==> src/rtl/act_wb_pkg.sv <==
// Shared types and constants for the activation write-back unit.
package act_wb_pkg;

  typedef enum logic [1:0] {IDLE, RUN, WRITE} act_wb_state_e;

  localparam int WORD_W         = 32;
  localparam int BYTES_PER_WORD = 4;

  typedef logic signed [7:0] int8_t;

endpackage

==> src/rtl/act_wb_fifo.sv <==
// Synchronous FIFO with extra pointer MSB for full/empty; drop_o flags a push lost on full.
module act_wb_fifo #(
  parameter int W     = 8,
  parameter int DEPTH = 8
) (
  input  logic         clk_i,
  input  logic         reset_i,
  input  logic         push_i,
  input  logic         pop_i,
  input  logic [W-1:0] din_i,
  output logic         full_o,
  output logic         empty_o,
  output logic [W-1:0] head_o,
  output logic         drop_o
);

  localparam int AW = $clog2(DEPTH);
  localparam logic [AW:0] PTR_ONE = {{AW{1'b0}}, 1'b1};

  logic [AW:0]  wr_ptr_q, wr_ptr_d;
  logic [AW:0]  rd_ptr_q, rd_ptr_d;
  logic [W-1:0] mem_q [DEPTH];
  logic         do_push, do_pop;

  assign empty_o = (wr_ptr_q == rd_ptr_q);
  assign full_o  = (wr_ptr_q[AW] != rd_ptr_q[AW]) &&
                   (wr_ptr_q[AW-1:0] == rd_ptr_q[AW-1:0]);
  assign head_o  = mem_q[rd_ptr_q[AW-1:0]];

  // A pop frees the slot in the same cycle, so push-while-full survives if popped.
  assign do_pop  = pop_i & ~empty_o;
  assign do_push = push_i & (~full_o | do_pop);
  assign drop_o  = push_i & full_o & ~do_pop;

  always_comb begin
    wr_ptr_d = wr_ptr_q;
    rd_ptr_d = rd_ptr_q;
    if (do_push) wr_ptr_d = wr_ptr_q + PTR_ONE;
    if (do_pop)  rd_ptr_d = rd_ptr_q + PTR_ONE;
  end

  always_ff @(posedge clk_i) begin
    if (!reset_i) begin
      wr_ptr_q <= '0;
      rd_ptr_q <= '0;
    end else begin
      wr_ptr_q <= wr_ptr_d;
      rd_ptr_q <= rd_ptr_d;
    end
  end

  always_ff @(posedge clk_i) begin
    if (do_push) mem_q[wr_ptr_q[AW-1:0]] <= din_i;
  end

endmodule

==> src/rtl/activation_writeback_unit.sv <==
// Buffers per-channel int8 beats and writes one packed NHWC word per pixel to activation RAM.
// Optional ACT_WB_COORD_CHECK_EN adds a sticky coord_err_o for mismatched channel coordinates.
module activation_writeback_unit
  import act_wb_pkg::*;
#(
  parameter int SA_N       = 4,
  parameter int MAX_N      = 64,
  parameter int N_BITS     = $clog2(MAX_N),
  parameter int FIFO_DEPTH = 8,
  parameter int ADDR_W     = 16
) (
  input  logic                              clk_i,
  input  logic                              reset_i,
  input  logic                              start_i,
  input  logic [ADDR_W-1:0]                 cfg_base_i,
  input  logic [N_BITS:0]                   cfg_width_i,
  input  logic [ADDR_W-1:0]                 cfg_stride_i,
  input  logic [ADDR_W-1:0]                 cfg_offset_i,
  input  logic [SA_N-1:0]                   in_valid_i,
  input  logic [SA_N-1:0][N_BITS-1:0]       in_row_i,
  input  logic [SA_N-1:0][N_BITS-1:0]       in_col_i,
  input  int8_t [SA_N-1:0]                  in_data_i,
  output logic                              wr_valid_o,
  input  logic                              wr_ready_i,
  output logic [ADDR_W-1:0]                 wr_addr_o,
  output logic [WORD_W-1:0]                 wr_data_o,
  output logic                              overflow_o,
  output logic                              idle_o
`ifdef ACT_WB_COORD_CHECK_EN
  ,
  output logic                              coord_err_o
`endif
);

  localparam int EW_FULL = 8 + 2 * N_BITS;

  act_wb_state_e state_q, state_d;

  logic [ADDR_W-1:0] cfg_base_q, cfg_stride_q, cfg_offset_q;
  logic [N_BITS:0]   cfg_width_q;
  logic [ADDR_W-1:0] wr_addr_q, wr_addr_d;
  logic [WORD_W-1:0] wr_data_q, wr_data_d;
  logic              overflow_q;

  logic [SA_N-1:0]                 empty, full, drop;
  logic [BYTES_PER_WORD-1:0][7:0]  head_data;
  logic [N_BITS-1:0]               row0, col0;
  logic                            pop;

  logic [2*ADDR_W-1:0] pix_idx, addr_full;

`ifdef ACT_WB_COORD_CHECK_EN
  logic [SA_N-1:0][N_BITS-1:0] head_row, head_col;
  logic                        mismatch;
  logic                        coord_err_q;

  assign row0 = head_row[0];
  assign col0 = head_col[0];
`else
  logic unused_coords;
  assign unused_coords = ^{in_row_i[SA_N-1:1], in_col_i[SA_N-1:1]};
`endif

  for (genvar k = 0; k < SA_N; k++) begin : g_ch
`ifdef ACT_WB_COORD_CHECK_EN
    logic [EW_FULL-1:0] head_w;
    act_wb_fifo #(.W(EW_FULL), .DEPTH(FIFO_DEPTH)) u_fifo (
      .clk_i   (clk_i),
      .reset_i (reset_i),
      .push_i  (in_valid_i[k]),
      .pop_i   (pop),
      .din_i   ({in_row_i[k], in_col_i[k], in_data_i[k]}),
      .full_o  (full[k]),
      .empty_o (empty[k]),
      .head_o  (head_w),
      .drop_o  (drop[k])
    );
    assign {head_row[k], head_col[k], head_data[k]} = head_w;
`else
    if (k == 0) begin : g_coord
      // Only channel 0 carries coordinates; the others hold data bytes alone.
      logic [EW_FULL-1:0] head_w;
      act_wb_fifo #(.W(EW_FULL), .DEPTH(FIFO_DEPTH)) u_fifo (
        .clk_i   (clk_i),
        .reset_i (reset_i),
        .push_i  (in_valid_i[k]),
        .pop_i   (pop),
        .din_i   ({in_row_i[k], in_col_i[k], in_data_i[k]}),
        .full_o  (full[k]),
        .empty_o (empty[k]),
        .head_o  (head_w),
        .drop_o  (drop[k])
      );
      assign {row0, col0, head_data[k]} = head_w;
    end else begin : g_data
      act_wb_fifo #(.W(8), .DEPTH(FIFO_DEPTH)) u_fifo (
        .clk_i   (clk_i),
        .reset_i (reset_i),
        .push_i  (in_valid_i[k]),
        .pop_i   (pop),
        .din_i   (in_data_i[k]),
        .full_o  (full[k]),
        .empty_o (empty[k]),
        .head_o  (head_data[k]),
        .drop_o  (drop[k])
      );
    end
`endif
  end

  assign pop = (state_q == RUN) && (&(~empty));

  // Wide arithmetic so intermediate products never wrap before the final truncation.
  assign pix_idx   = (2*ADDR_W)'(row0) * (2*ADDR_W)'(cfg_width_q) + (2*ADDR_W)'(col0);
  assign addr_full = (2*ADDR_W)'(cfg_base_q) + pix_idx * (2*ADDR_W)'(cfg_stride_q)
                   + (2*ADDR_W)'(cfg_offset_q);

  always_comb begin
    state_d   = state_q;
    wr_addr_d = wr_addr_q;
    wr_data_d = wr_data_q;
    case (state_q)
      IDLE:  if (start_i) state_d = RUN;
      RUN: begin
        if (pop) begin
          state_d   = WRITE;
          wr_addr_d = addr_full[ADDR_W-1:0];
          wr_data_d = head_data;
        end
      end
      WRITE: if (wr_ready_i) state_d = RUN;
      default: state_d = IDLE;
    endcase
  end

  always_ff @(posedge clk_i) begin
    if (!reset_i) begin
      state_q      <= IDLE;
      wr_addr_q    <= '0;
      wr_data_q    <= '0;
      overflow_q   <= 1'b0;
      cfg_base_q   <= '0;
      cfg_width_q  <= '0;
      cfg_stride_q <= '0;
      cfg_offset_q <= '0;
    end else begin
      state_q    <= state_d;
      wr_addr_q  <= wr_addr_d;
      wr_data_q  <= wr_data_d;
      overflow_q <= overflow_q | (|drop);
      if (start_i) begin
        cfg_base_q   <= cfg_base_i;
        cfg_width_q  <= cfg_width_i;
        cfg_stride_q <= cfg_stride_i;
        cfg_offset_q <= cfg_offset_i;
      end
    end
  end

`ifdef ACT_WB_COORD_CHECK_EN
  always_comb begin
    mismatch = 1'b0;
    for (int k = 1; k < SA_N; k++) begin
      if (head_row[k] != head_row[0] || head_col[k] != head_col[0]) mismatch = 1'b1;
    end
  end

  always_ff @(posedge clk_i) begin
    if (!reset_i)             coord_err_q <= 1'b0;
    else if (pop && mismatch) coord_err_q <= 1'b1;
  end

  assign coord_err_o = coord_err_q;
`endif

  assign wr_valid_o = (state_q == WRITE);
  assign wr_addr_o  = wr_addr_q;
  assign wr_data_o  = wr_data_q;
  assign overflow_o = overflow_q;
  assign idle_o     = (state_q != WRITE) && (&empty);

endmodule

==> config.mk <==
export PLATFORM = sky130hd
export DESIGN_NAME = activation_writeback_unit
export DESIGN_NICKNAME = d
export VERILOG_FILES = /design/src/rtl/act_wb_pkg.sv /design/src/rtl/act_wb_fifo.sv /design/src/rtl/activation_writeback_unit.sv
export SDC_FILE = /design/constraint.sdc
export NUM_CORES = 1
export LEC_CHECK = 0
export CAP_MARGIN = 5
export CORE_MARGIN = 2
export CORE_UTILIZATION = 48
export DETAILED_ROUTE_END_ITERATION = 16
export GPL_ROUTABILITY_DRIVEN = 0
export HOLD_SLACK_MARGIN = 0.1
export PLACE_DENSITY = 0.76
export SETUP_SLACK_MARGIN = 0.02
export SLEW_MARGIN = 20
export SYNTH_ARGS = -nofsm -noshare
export SYNTH_HDL_FRONTEND = slang
export SYNTH_SLANG_ARGS = --single-unit
==> constraint.sdc <==
create_clock -name clk_i -period 10.6 [get_ports clk_i]
set_input_delay 1.06 -clock clk_i [delete_from_list [all_inputs] [get_ports clk_i]]
set_output_delay 1.06 -clock clk_i [all_outputs]
set_load 0.1 [all_outputs]
[Word-level counts from Yosys, hierarchy flattened]
Memories as Yosys holds them, arrays and structs flattened. A register that Yosys moved wholly into a read port is not among the register bits.
Cells that the tools add are included.
Word-level totals
  flip-flop bits (word level): 138
  memories: 4
  logic and storage cells: 114
  output and inout bits: 51
  RAM bits: 352
Operators by class
  muxes and demuxes: 14
  multipliers: 2
  eq/ne operators: 18
  reductions and logical operators: 15
  add/subtract/negate cells: 11
  bitwise gates (word level): 34
Memory list
  g_ch[0].g_coord.u_fifo.mem_q: depth 8, bits a word 20, read ports 1, clocked after memory_dff 1, write ports 1, RTL line act_wb_fifo.sv:22  | logic [W-1:0] mem_q [DEPTH];
  g_ch[1].g_data.u_fifo.mem_q: depth 8, bits a word 8, read ports 1, clocked after memory_dff 1, write ports 1, RTL line act_wb_fifo.sv:22
  g_ch[2].g_data.u_fifo.mem_q: depth 8, bits a word 8, read ports 1, clocked after memory_dff 1, write ports 1, RTL line act_wb_fifo.sv:22
  g_ch[3].g_data.u_fifo.mem_q: depth 8, bits a word 8, read ports 1, clocked after memory_dff 1, write ports 1, RTL line act_wb_fifo.sv:22
Operator list (count)
  adder 16 bit: 2
  adder 4 x 1 -> 4 bit (second input constant): 8
  AND 1 bit: 16
  == test 4 bit: 4
  multiplier 14 x 16 -> 16 bit: 1
  adder 13 x 6 -> 14 bit: 1
  multiplier 6 x 7 -> 13 bit: 1
  == test 3 bit: 4
  NOT 1 bit: 12
  two-way mux 1 bit: 8
  AND reduction 4 bit: 2
  logical AND 1 bit: 6
  two-way mux 2 bit: 3
  two-way mux 3 bit: 2
  case mux 2 bit (3 select lines): 1
  OR 1 bit: 5
  inequality test 1 bit: 4
  inequality test 2 x 1 -> 1 bit (second input constant): 2
  inequality test 2 bit (second input constant): 2
  NOT 4 bit: 1
  OR reduction 4 bit: 1
  zero test 1 bit: 3
  AND reduction 3 bit: 1
  == test 2 x 1 -> 1 bit (second input constant): 1
  other kinds (3): 3

[Longest topological paths before layout]
Gate-level depths: netlist (run 1).
  word-level depth: 9
  depth in mapped cells: 42

[Cells and area by module]
A second synthesis (run 1) with hierarchy kept.
Unflattened totals
  cells, all modules: 1896
  area, all modules: 25440.6 um^2
Modules (own cells, without submodules)
  activation_writeback_unit: cells an instance 1098, seq. area each 2122.0 um^2, times used 1, area an instance 9878.2 um^2
  act_wb_fifo (g_ch[1].g_data.u_fifo ...): cells an instance 165, seq. area each 2142.1 um^2, times used 3, area an instance 2996.6 um^2
  act_wb_fifo (g_ch[0].g_coord.u_fifo): cells an instance 303, seq. area each 5024.8 um^2, times used 1, area an instance 6572.6 um^2

[Least setup slack after synthesis (run 1)]
OpenSTA, ideal clock, no wires.
  path kind: register to register
  start point: register (tool-made name)
  end point: register wr_addr_q[15] (netlist: wr_addr_o[15])
  cell stages (with the launch flop): 41
  library setup time: 0.071 ns
  slack: -0.897 ns
  arrival: 11.426 ns
  cell sequence: dfxtp_1 > buf_1 > mux4_2 > mux2i_1 > nor2b_1 > fa_1 > inv_1 > fa_1 > inv_1 > fa_1 > inv_1 > fa_1 > inv_1 > ha_1 > o21a_1 > o31a_1 > o21ai_0 > a21oi_1 > [5 not listed] > fa_1 > inv_1 > fa_1 > fa_1 > fa_1 > fa_1 > fa_1 > xnor2_1 > xnor2_1 > xnor2_1 > xnor3_1 > xnor3_1 > xnor3_1 > xnor2_1 > xnor3_1 > xor3_1 > xor2_1 > a21oi_1
RTL lines
  end signal: assignment: RTL line activation_writeback_unit.sv:148  | wr_addr_q <= wr_addr_d;
  end: declaration: RTL line activation_writeback_unit.sv:41  | logic [ADDR_W-1:0] wr_addr_q, wr_addr_d;

==> results of run 1 <==
==> per-stage QoR <==
stage | hold WS (ns) | instance area [um^2] | power (uW)
floorplan | 0.460 | 25000 | 3270
global placement | 0.442 | 27600 | 3660
detailed placement | 0.446 | 27600 | 3710
CTS | 0.460 | 29400 | 5470
global route | 0.478 | 29400 | 5710
finish | 0.457 | 29400 | 5400
==> cell usage in the layout, fill, tap and decap left out, drive strengths merged, types with 5 or more instances in the layout <==
cell type	count
a211oi	35
a21boi	6
a21o	6
a21oi	39
and2	45
buf	79
clkbuf	66
clkdlybuf4s50	152
clkinv	19
clkinvlp	6
dfxtp	141
edfxtp	352
fa	132
ha	92
inv	184
mux2i	100
mux4	88
nand2	128
nand2b	35
nand3	7
nand4	6
nor2	152
nor2b	49
nor3	11
o21ai	17
xnor2	46
xnor3	5
xor2	23
==> state kept, by name, summed over array words and instances (netlist names), 16 cells and up, named ones only <==
register / flops
cfg_stride_q: 16
wr_data_o: 32
g_ch.g_data.u_fifo.mem_q: 192
g_ch.g_coord.u_fifo.mem_q: 160
wr_addr_o: 16
cfg_base_q: 16
cfg_offset_q: 16
==> cell type report <==
cell class / count / area [um^2] / area share, %
sequential: 493 / 13400 / 45.6
multi-input combinational: 1064 / 10600 / 36.0
timing repair buffer: 232 / 2150 / 7.32
clock buffer: 65 / 1390 / 4.73
tap: 680 / 851 / 2.90
inverter: 182 / 686 / 2.33
clock inverter: 31 / 309 / 1.05
antenna: 3 / 7.51 / 0.0256
==> per-layer routing <==
| metal | GRT usage (%) | part of all wire [%] | up-vias |
|---|---|---|---|
| li1 | - | - | 6741 |
| met1 | 25.1 | 40 | 7339 |
| met2 | 35.2 | 51 | 348 |
| met3 | 5.33 | 7.0 | 92 |
| met4 | 6.41 | 2.3 | 4 |
| met5 | 0 | 0.062 | - |
==> critical path, delay by kind of cell, from the launching register on <==
kind,cells,cell delay (ns)
XOR/XNOR,10,2.07
AO/OA/AOI/OAI,5,0.69
multiplexers,2,0.70
adder cells (fa/ha/maj),11,5.06
flip-flops,1,0.36
AND/OR/NAND/NOR,4,0.80
buffers and inverters,6,0.45
==> path summary, 6_finish.rpt <==
| check | to | depth (start not counted) | slack (ns) |
|---|---|---|---|
| max reg2reg | wr_addr_o[15] | 38 | 0.38 |
| min reg2reg | wr_addr_o[13] | 2 | 0.46 |
| max | wr_addr_o[15] | 38 | 0.38 |
| min | wr_addr_o[13] | 2 | 0.46 |
==> power by group through the flow <==
stage	Combinational (uW)	Sequential, uW	Clock [uW]
2_1_floorplan	1090	2180	0
3_3_place_gp	1480	2180	0
3_5_place_dp	1520	2190	0
4_1_cts	1500	2150	1830
5_1_grt	1670	2150	1890
6_report	1470	2150	1780
==> cell families (layout without fill, tap and decap cells) <==
kind of cell               count (synthesis)  after routing
AOI/OAI and AO/OA                        120            120
xor gates and xnor gates                  75             75
adders and majority gates                224            224
buffers and inverters                    262            510
DFF                                      493            493
muxes                                    192            192
other                                      0              3
and+or+nand+nor                          453            453
==> timing repair <==
action,CTS,global route
pin swaps,12,8
setup endpoints to repair,1,1
resized for setup,3,5
buffers inserted,6,0
==> impl_metrics.csv, run 1 <==
group,metric,value,unit
pwr,power.density,184,nW/um^2
timing,max_slew_margin,23.4,%
die,start_util,48.5,%
synthesis,synth_top_area_cell,"edfxtp_1",
critical_path,slowest_delay,0.55,ns
pwr,ir_worst_vdd,0.143,mV
cells_and_area,fillCellCount,4049,
synthesis,synth_most_common_cell,"edfxtp_1",
clocking,cts.sinks,493,
clocking,cts_tree,"yes",
die,die_y,232,um
detailed_routing,ant_nets,0,
synthesis,synth-compound-area-share,3.09,%
synthesis,syn_area_per_cell,13.7,um^2
min_path,min_from,"wr_addr_o[13]",
synthesis,yosys.area_share.adder,15.3,%
global_routing,grt_first_pass_wirelength,84.4,mm
timing,post-route-min-period,10.22,ns
timing,drv_slew,0,
detailed_routing,dr.pass1.iters,5,
cells_and_area,final_util,57.3,%
synthesis,ys_ff_latch,493,
synthesis,synthSimpleGateAreaFrac,8.58,%
clocking,clk_latency,0.59,ns
synthesis,synth-xor-area-share,2.98,%
critical_path,critPathArrivalTime,10.75,ns
cells_and_area,syn2layout_area_growth,18.2,%
run_status,outcome,"complete, no violations",
critical_path,crit_type,"flop to flop",
die,ios,194,
detailed_routing,drc,0,
synthesis,synth_mux_area_share,12.2,%
cells_and_area,instances_no_fill,2750,
clocking,cts_buffers,51,
cells_and_area,fin_nets,2391,
pwr,intPower,3820,uW
synthesis,synth.top_cell.area_share,42.5,%
synthesis,synth_commonest_cells,"edfxtp_1, inv_1, nor2_1, dfxtp_1, fa_1",
global_routing,antenna_found_initial,4,
synthesis,netlist_area,24900,um^2
critical_path,required,11.13,ns
pwr,seq_power_share,39.8,%
synthesis,synth_top_family_by_area,"adder cells",
die,die-area,53600,um^2
place,hpwl,36.6,mm
timing,skew,0.0249,ns
flow_run,drv_cap,0,
pwr,p_sw,1580,uW
synthesis,yosysWarnings,0,
timing,tightest_slew,1.15,ns
critical_path,cp_max_fo,6,
global_routing,grt_remaining_overflow,0,
critical_path,cp_common_cell,"fa_1",
timing,hold_viol,0,
synthesis,synth-async-reset-ratio,0,%
timing,rsz0062_at_grt,"true",
die,die_w,232,um
pwr,leakagePower,0.0109,uW
synthesis,synth.net_count,2186,
detailed_routing,vias,14524,
detailed_routing,wl_per_cell,19.3,um
critical_path,crit_path_end_kind,"flop",
pwr,comb_power_share,27.2,%
timing,setup_viol,0,
synthesis,synth.area.top_cells,"edfxtp_1, dfxtp_1, fa_1, mux4_2, ha_1",
global_routing,grtUsageTotal,20.4,%
cells_and_area,drive_above_1_share,13.4,%
die,core,51300,um^2
global_routing,grt_pass1_vias,15748,
die,rows,83,
detailed_routing,via_per_inst,5.28,
detailed_routing,drtIter0Drc,768,
clocking,ctsHtreeMaxLevel,2,
synthesis,synth_edf_count,352,
critical_path,critical_path.slowest_cell,"fa_1",
synthesis,synth-main-ff-cell,"edfxtp_1",
pwr,swShare,29.3,%
place,pre_cts_slack,-0.463,ns
clocking,root_buffer,"clkbuf_16",
timing,timing.final.crit_share,96.4,%
timing,fmax,0.0978,GHz
pwr,clock_power_share,33.0,%
timing,final.setup.tns,0,ns
synthesis,postSynthCellCount,1819,
synthesis,ys_seq_area_share,53.9,%
clocking,clk_pin_slew,0.06,ns
min_path,min-delay-path-class,"flop to flop",
global_routing,grt_max_degree,95,
synthesis,yosysUniqueCellTypes,51,
critical_path,cp-start-kind,"flop",
clocking,clockBufferDepth,3,
place,numPlacedInstances,2645,
timing,fin_ws,0.380,ns
clocking,holdBufCountCts,0,
place,port_buffers,157,
detailed_routing,wirelength,53.1,mm
Note: power is estimated with default switching activity, not from simulation.
==> run 2, diff against run 1 <==
- SKIP_LAST_GASP: not set -> 1
- TNS_END_PERCENT: not set -> 100
==> run 2 against run 1 <==
Effect of this change: hold slack unchanged; sequential power about the same; largest cell class unchanged; critical endpoint unchanged; final cell count unchanged; clock skew about the same; critical path depth unchanged.
==> impl_metrics.csv, run 2 (synthesis results as in run 1) <==
group,metric,value,unit
run_status,outcome,"complete, no violations",
pwr,comb_power_share,27.2,%
cells_and_area,fin_nets,2391,
place,numPlacedInstances,2645,
pwr,intPower,3820,uW
pwr,seq_power_share,39.8,%
clocking,cts_buffers,51,
critical_path,r2r_setup_slack,0.37,ns
timing,max_slew_margin,23.4,%
global_routing,grt_remaining_overflow,0,
detailed_routing,wl_per_cell,19.3,um
global_routing,grt_max_degree,95,
critical_path,critPathArrivalTime,10.76,ns
cells_and_area,fillCellCount,4050,
pwr,swShare,29.3,%
die,die_y,232,um
critical_path,endpoint,"wr_addr_o[15]",
pwr,total_power,5400,uW
critical_path,critical_path.slowest_cell,"fa_1",
cells_and_area,finalInstanceArea,29400,um^2
clocking,clk_pin_slew,0.06,ns
timing,skew,0.0248,ns
critical_path,slowest_delay,0.55,ns
critical_path,cp_max_fo,6,
pwr,ir_worst_vdd,0.143,mV
timing,drv_slew,0,
pwr,leakagePower,0.0109,uW
timing,setup_viol,0,
global_routing,grtUsageTotal,20.4,%
clocking,holdBufCountCts,0,
global_routing,antenna_found_initial,4,
clocking,clockBufferDepth,3,
place,hpwl,36.6,mm
timing,rsz0062_at_grt,"true",
cells_and_area,final_util,57.3,%
pwr,power.density,184,nW/um^2
die,rows,83,
timing,hold_viol,0,
detailed_routing,via_per_inst,5.28,
cells_and_area,layout_common_cells,"edfxtp_1, inv_1, clkdlybuf4s50_1, nor2_1, dfxtp_1",
critical_path,crit_path_end_kind,"flop",
die,die-area,53600,um^2
min_path,min-delay-path-class,"flop to flop",
clocking,root_buffer,"clkbuf_16",
cells_and_area,multiInputGateArea,10600,um^2
clocking,cts_tree,"yes",
min_path,min_from,"wr_addr_o[13]",
pwr,clock_power_share,33.0,%
critical_path,cp-start-kind,"flop",
detailed_routing,drtIter0Drc,768,
cells_and_area,instances_no_fill,2750,
clocking,ctsHtreeMaxLevel,2,
pwr,p_sw,1580,uW
timing,tightest_slew,1.15,ns
critical_path,crit_type,"flop to flop",
die,start_util,48.5,%
global_routing,grt_pass1_vias,15748,
cells_and_area,syn2layout_area_growth,18.2,%
timing,fmax,0.0977,GHz
clocking,clk_latency,0.59,ns
critical_path,r2r_end,"wr_addr_o[15]",
global_routing,grt_first_pass_wirelength,84.4,mm
timing,timing.final.crit_share,96.5,%
place,dpl_cell_area,27600,um^2
die,ios,194,
place,port_buffers,157,
cells_and_area,final_common_cell,"edfxtp_1",
die,core,51300,um^2
detailed_routing,dr.pass1.iters,5,
detailed_routing,drc,0,
cells_and_area,drive_above_1_share,13.4,%
detailed_routing,ant_nets,0,
flow_run,drv_cap,0,
critical_path,r2r_cells,38,
timing,post-route-min-period,10.23,ns
detailed_routing,wirelength,53.1,mm
critical_path,required,11.13,ns
cells_and_area,regArea,13400,um^2
timing,fin_hold_ws,0.457,ns
clocking,cts.sinks,493,
detailed_routing,vias,14526,
critical_path,cp_common_cell,"fa_1",
cells_and_area,largest_reg_flops,192,
die,die_w,232,um
==> run 2: cell counts in the layout (fill, tap and decap cells not counted) <==
Identical to the previous run, type by type.
==> run 2: worst min-delay path by stage <==
stage	to	slack, ns	cells past startpoint
after CTS	wr_addr_o[13]	0.46	2
after global routing	wr_addr_o[1]	0.48	2
after detailed placement	wr_addr_o[5]	0.45	2
final	wr_addr_o[13]	0.46	2
after floorplan	cfg_stride_q[15]	0.46	2
after global placement	wr_addr_o[5]	0.44	2
==> run 2: power groups by stage <==
stage / Sequential (uW) / Combinational [uW] / Clock (uW)
floorplan: 2180 / 1090 / 0
global placement: 2180 / 1480 / 0
detailed placement: 2190 / 1520 / 0
CTS: 2150 / 1500 / 1830
global route: 2150 / 1670 / 1890
finish: 2150 / 1470 / 1780
==> run 2: critical path, delay by kind of cell, from the launching register on <==
| kind | cells | cell delay, ns |
|---|---|---|
| buf+inv | 6 | 0.45 |
| xor+xnor | 10 | 2.07 |
| flops | 1 | 0.36 |
| compound gates | 5 | 0.69 |
| fa+ha+maj | 11 | 5.07 |
| mux | 2 | 0.70 |
| simple gates | 4 | 0.81 |
==> run 2: area by class of cell <==
type,instances,share of cell area (%)
inverters,182,2.33
well taps,680,2.90
repair buffers,232,7.32
clock inverters,31,1.05
clock buffers,65,4.73
flip-flops and latches,493,45.6
diodes,3,0.0256
multi-input cells,1064,36.0
==> run 2: through the flow <==
stage / setup WS, ns / TNS, ns
2_1_floorplan: 0.0663 / 0
3_3_place_gp: -0.287 / -0.287
3_5_place_dp: -0.463 / -0.463
4_1_cts: 0.121 / 0
5_1_grt: -0.0523 / -0.0523
6_report: 0.366 / 0
==> run 2: routing by layer <==
layer	wire (um)	vias to the layer above	GRT usage, %
met2	26900	353	35.2
met3	3740	92	5.33
met1	21200	7334	25.1
met4	1230	4	6.41
met5	33	-	0
li1	-	6743	-
==> run 2: repair_timing <==
| item | CTS | global route |
|---|---|---|
| resized for setup | 3 | 4 |
| setup buffers | 6 | 0 |
| setup endpoints to repair | 1 | 1 |
| pin swaps | 12 | 8 |
==> run 3, diff against run 2 <==
--- a/config.mk
+++ b/config.mk
@@ -18,4 +18,5 @@
 export SYNTH_ARGS = -nofsm -noshare
 export SYNTH_HDL_FRONTEND = slang
+export SYNTH_HIERARCHICAL = 1
 export SYNTH_SLANG_ARGS = --single-unit
 export TNS_END_PERCENT = 100
==> constraint.sdc (replaced) <==
create_clock -name clk_i -period 10.6 [get_ports clk_i]
set_input_delay 1.06 -clock clk_i [delete_from_list [all_inputs] [get_ports clk_i]]
set_output_delay 1.06 -clock clk_i [all_outputs]
set_load 0.05 [all_outputs]
==> run 3 against run 2 <==
Effect of this change: design area is 2.0% higher; critical path type unchanged; clock power up 8%; register-to-register slack lost 0.30 ns; global-route usage is essentially flat; die area grew 2.3%; via count grew 4.4%; final cell count increased by 3.1%; largest cell class unchanged; sequential share of layout area fell by 0.29 points; count of clock-buffer cells in the layout rose by 6; critical path depth stayed put; sequential power up 2%; worst setup slack got worse by 0.30 ns.
==> impl_metrics.csv, run 3 <==
group,metric,value,unit
run_status,outcome,"complete, no violations",
die,start_util,48.5,%
min_path,holdPathEnd,"wr_addr_o[13]",
min_path,min_path_cells,2,
synthesis,synth-main-ff-cell,"edfxtp_1",
synthesis,synth.net_count,2263,
global_routing,grt_max_degree,75,
cells_and_area,layout_common_cells,"edfxtp_1, inv_1, nand2_1, clkdlybuf4s50_1, dfxtp_1",
timing,timing.final.crit_share,99.4,%
cells_and_area,final_common_cell,"edfxtp_1",
global_routing,antenna_found_initial,2,
timing,tightest_slew,1.01,ns
synthesis,synth.top_cell.area_share,41.5,%
detailed_routing,drc,0,
pwr,ir_worst_vdd,0.163,mV
detailed_routing,wl_per_cell,19.3,um
die,die_y,234,um
global_routing,top_usage_layer,"met2",
critical_path,cp_max_fo,4,
global_routing,grt_remaining_overflow,0,
detailed_routing,via_per_inst,5.35,
cells_and_area,fillCellCount,4082,
detailed_routing,dr.pass1.iters,5,
cells_and_area,regArea,13600,um^2
pwr,leakagePower,0.0113,uW
timing,hold_viol,0,
clocking,clk_pin_slew,0.06,ns
global_routing,grt_first_pass_wirelength,86.3,mm
synthesis,syn_area_per_cell,13.4,um^2
global_routing,globalRouteMet2Util,35.9,%
clocking,ctsHtreeMaxLevel,2,
synthesis,synth_edf_count,352,
detailed_routing,wirelength,54.6,mm
global_routing,grt_pass1_vias,16076,
flow_run,drv_cap,0,
critical_path,cp-start-kind,"flop",
synthesis,postSynthCellCount,1896,
clocking,clockBufferDepth,3,
timing,drv_slew,0,
die,die_w,234,um
cells_and_area,instances_no_fill,2836,
min_path,min-delay-path-class,"flop to flop",
synthesis,synth.area.top_cells,"edfxtp_1, dfxtp_1, fa_1, mux4_2, ha_1",
critical_path,r2r_cells,38,
critical_path,cp_common_cell,"fa_1",
pwr,power.density,184,nW/um^2
cells_and_area,fin_nets,2469,
cells_and_area,multiInputGateArea,10800,um^2
min_path,min_from,"wr_addr_o[13]",
global_routing,grtUsageMet1,25.3,%
critical_path,critPathArrivalTime,11.01,ns
critical_path,r2r_end,"wr_addr_o[15]",
synthesis,synth_commonest_cells,"edfxtp_1, inv_1, nand2_1, dfxtp_1, fa_1",
cells_and_area,syn2layout_area_growth,17.8,%
timing,skew,0.0288,ns
critical_path,r2r_setup_slack,0.07,ns
synthesis,synth_top_area_cell,"edfxtp_1",
clocking,clk_latency,0.61,ns
timing,rsz0062_at_grt,"true",
critical_path,critical_path.slowest_cell,"fa_1",
global_routing,grt_util_met3,3.38,%
critical_path,crit_type,"flop to flop",
clocking,cts.sinks,502,
cells_and_area,largest_reg_flops,192,
synthesis,ys_seq_area_share,53.4,%
die,rows,84,
place,port_buffers,157,
global_routing,grtUsageTotal,20.4,%
die,ios,194,
synthesis,yosysUniqueCellTypes,61,
detailed_routing,ant_nets,0,
die,die-area,54900,um^2
pwr,total_power,5520,uW
critical_path,crit_path_end_kind,"flop",
cells_and_area,drive_above_1_share,15.0,%
synthesis,netlist_area,25400,um^2
synthesis,yosysWarnings,6,
timing,fmax,0.0949,GHz
critical_path,required,11.07,ns
clocking,cts_tree,"yes",
detailed_routing,vias,15169,
synthesis,synth_most_common_cell,"edfxtp_1",
synthesis,synth-async-reset-ratio,0,%
critical_path,slowest_delay,0.53,ns
die,core,52400,um^2
clocking,cts_buffers,53,
clocking,holdBufCountCts,0,
place,hpwl,37.9,mm
place,numPlacedInstances,2732,
timing,setup_viol,0,
synthesis,ys_ff_latch,502,
timing,max_slew_margin,32.6,%
detailed_routing,drtIter0Drc,969,
timing,post-route-min-period,10.53,ns
clocking,root_buffer,"clkbuf_16",
==> run 3: cell types whose count changed in the layout (fill, tap and decap cells not counted), moves of 11 or more <==
cell	change
a211oi_1	-25
a21oi_1	+37
and2_1	+23
and3_1	+11
mux2_2	+40
mux2i_1	-23
nand2_1	+59
nor2_1	-46
nor2b_1	-41
xor2_1	-13
==> run 3: repair_timing <==
item	CTS	global route
endpoints found under the setup margin	1	1
gates resized for setup	4	2
buffers inserted	3	0
pin swaps	6	1
endpoints found under the hold margin	0	0
==> run 3: worst max-delay path by stage <==
| stage | start | to | slack [ns] | depth (start not counted) |
|---|---|---|---|---|
| 3_5_place_dp | flop | wr_addr_o[15] | -0.28 | 37 |
| 4_1_cts | flop | wr_addr_o[15] | 0.07 | 38 |
| 5_1_grt | flop | wr_addr_o[15] | -0.32 | 38 |
| 6_report | flop | wr_addr_o[15] | 0.07 | 38 |
| 2_1_floorplan | flop | wr_addr_o[15] | 0.02 | 38 |
| 3_3_place_gp | flop | wr_addr_o[15] | -0.21 | 37 |
==> run 3: critical path: cells and delay by family, from the launching register on <==
kind | cells | cell delay, ns
and+or+nand+nor | 4 | 1.12
xor gates and xnor gates | 10 | 1.92
adders and majority gates | 11 | 4.93
DFF | 1 | 0.37
muxes | 2 | 0.78
buffers and inverters | 7 | 0.51
AOI/OAI and AO/OA | 4 | 0.74
==> run 3: kinds of logic (layout without fill, tap and decap cells) <==
family / Yosys count / after routing / synth area share (%)
xor gates and xnor gates: 56 / 56 / 2.20
AOI/OAI and AO/OA: 153 / 153 / 3.74
DFF: 502 / 502 / 53.4
other: 0 / 1 / 0
adders and majority gates: 224 / 224 / 14.9
muxes: 203 / 203 / 12.5
and+or+nand+nor: 481 / 481 / 8.82
buffers and inverters: 277 / 528 / 4.44
==> run 3: layout make-up <==
class,count,area share (%)
Antenna cell,1,0.00835
Multi-Input combinational cell,1117,36.0
Sequential cell,502,45.3
Tap cell,688,2.87
Clock buffer,71,4.85
Timing Repair Buffer,232,7.18
Inverter,196,2.46
Clock inverter,29,1.29
==> run 3: power by group <==
part | internal, uW | switching (uW)
sequential | 2150 | 38.3
clock | 1140 | 777
combinational | 655 | 755
total | 3950 | 1570
==> run 3: metal layers <==
| metal | part of all wire (%) | vias up | routed length [um] |
|---|---|---|---|
| met5 | 0.026 | - | 14 |
| met4 | 3.3 | 2 | 1830 |
| met3 | 4.9 | 106 | 2670 |
| met2 | 51 | 352 | 27600 |
| met1 | 41 | 7644 | 22500 |
| li1 | - | 7065 | - |
==> run 3: through the flow <==
stage / setup slack, ns / setup TNS (ns) / area (um^2) / utilization, % / hold WS [ns]
floorplan: 0.0218 / 0 / 25500 / - / 0.460
global placement: -0.210 / -0.210 / 28100 / 53.5 / 0.445
detailed placement: -0.277 / -0.277 / 28100 / 53.5 / 0.451
CTS: 0.0676 / 0 / 30000 / 57.1 / 0.459
global route: -0.321 / -0.321 / 30000 / 57.1 / 0.484
finish: 0.0659 / 0 / 30000 / 57.1 / 0.454
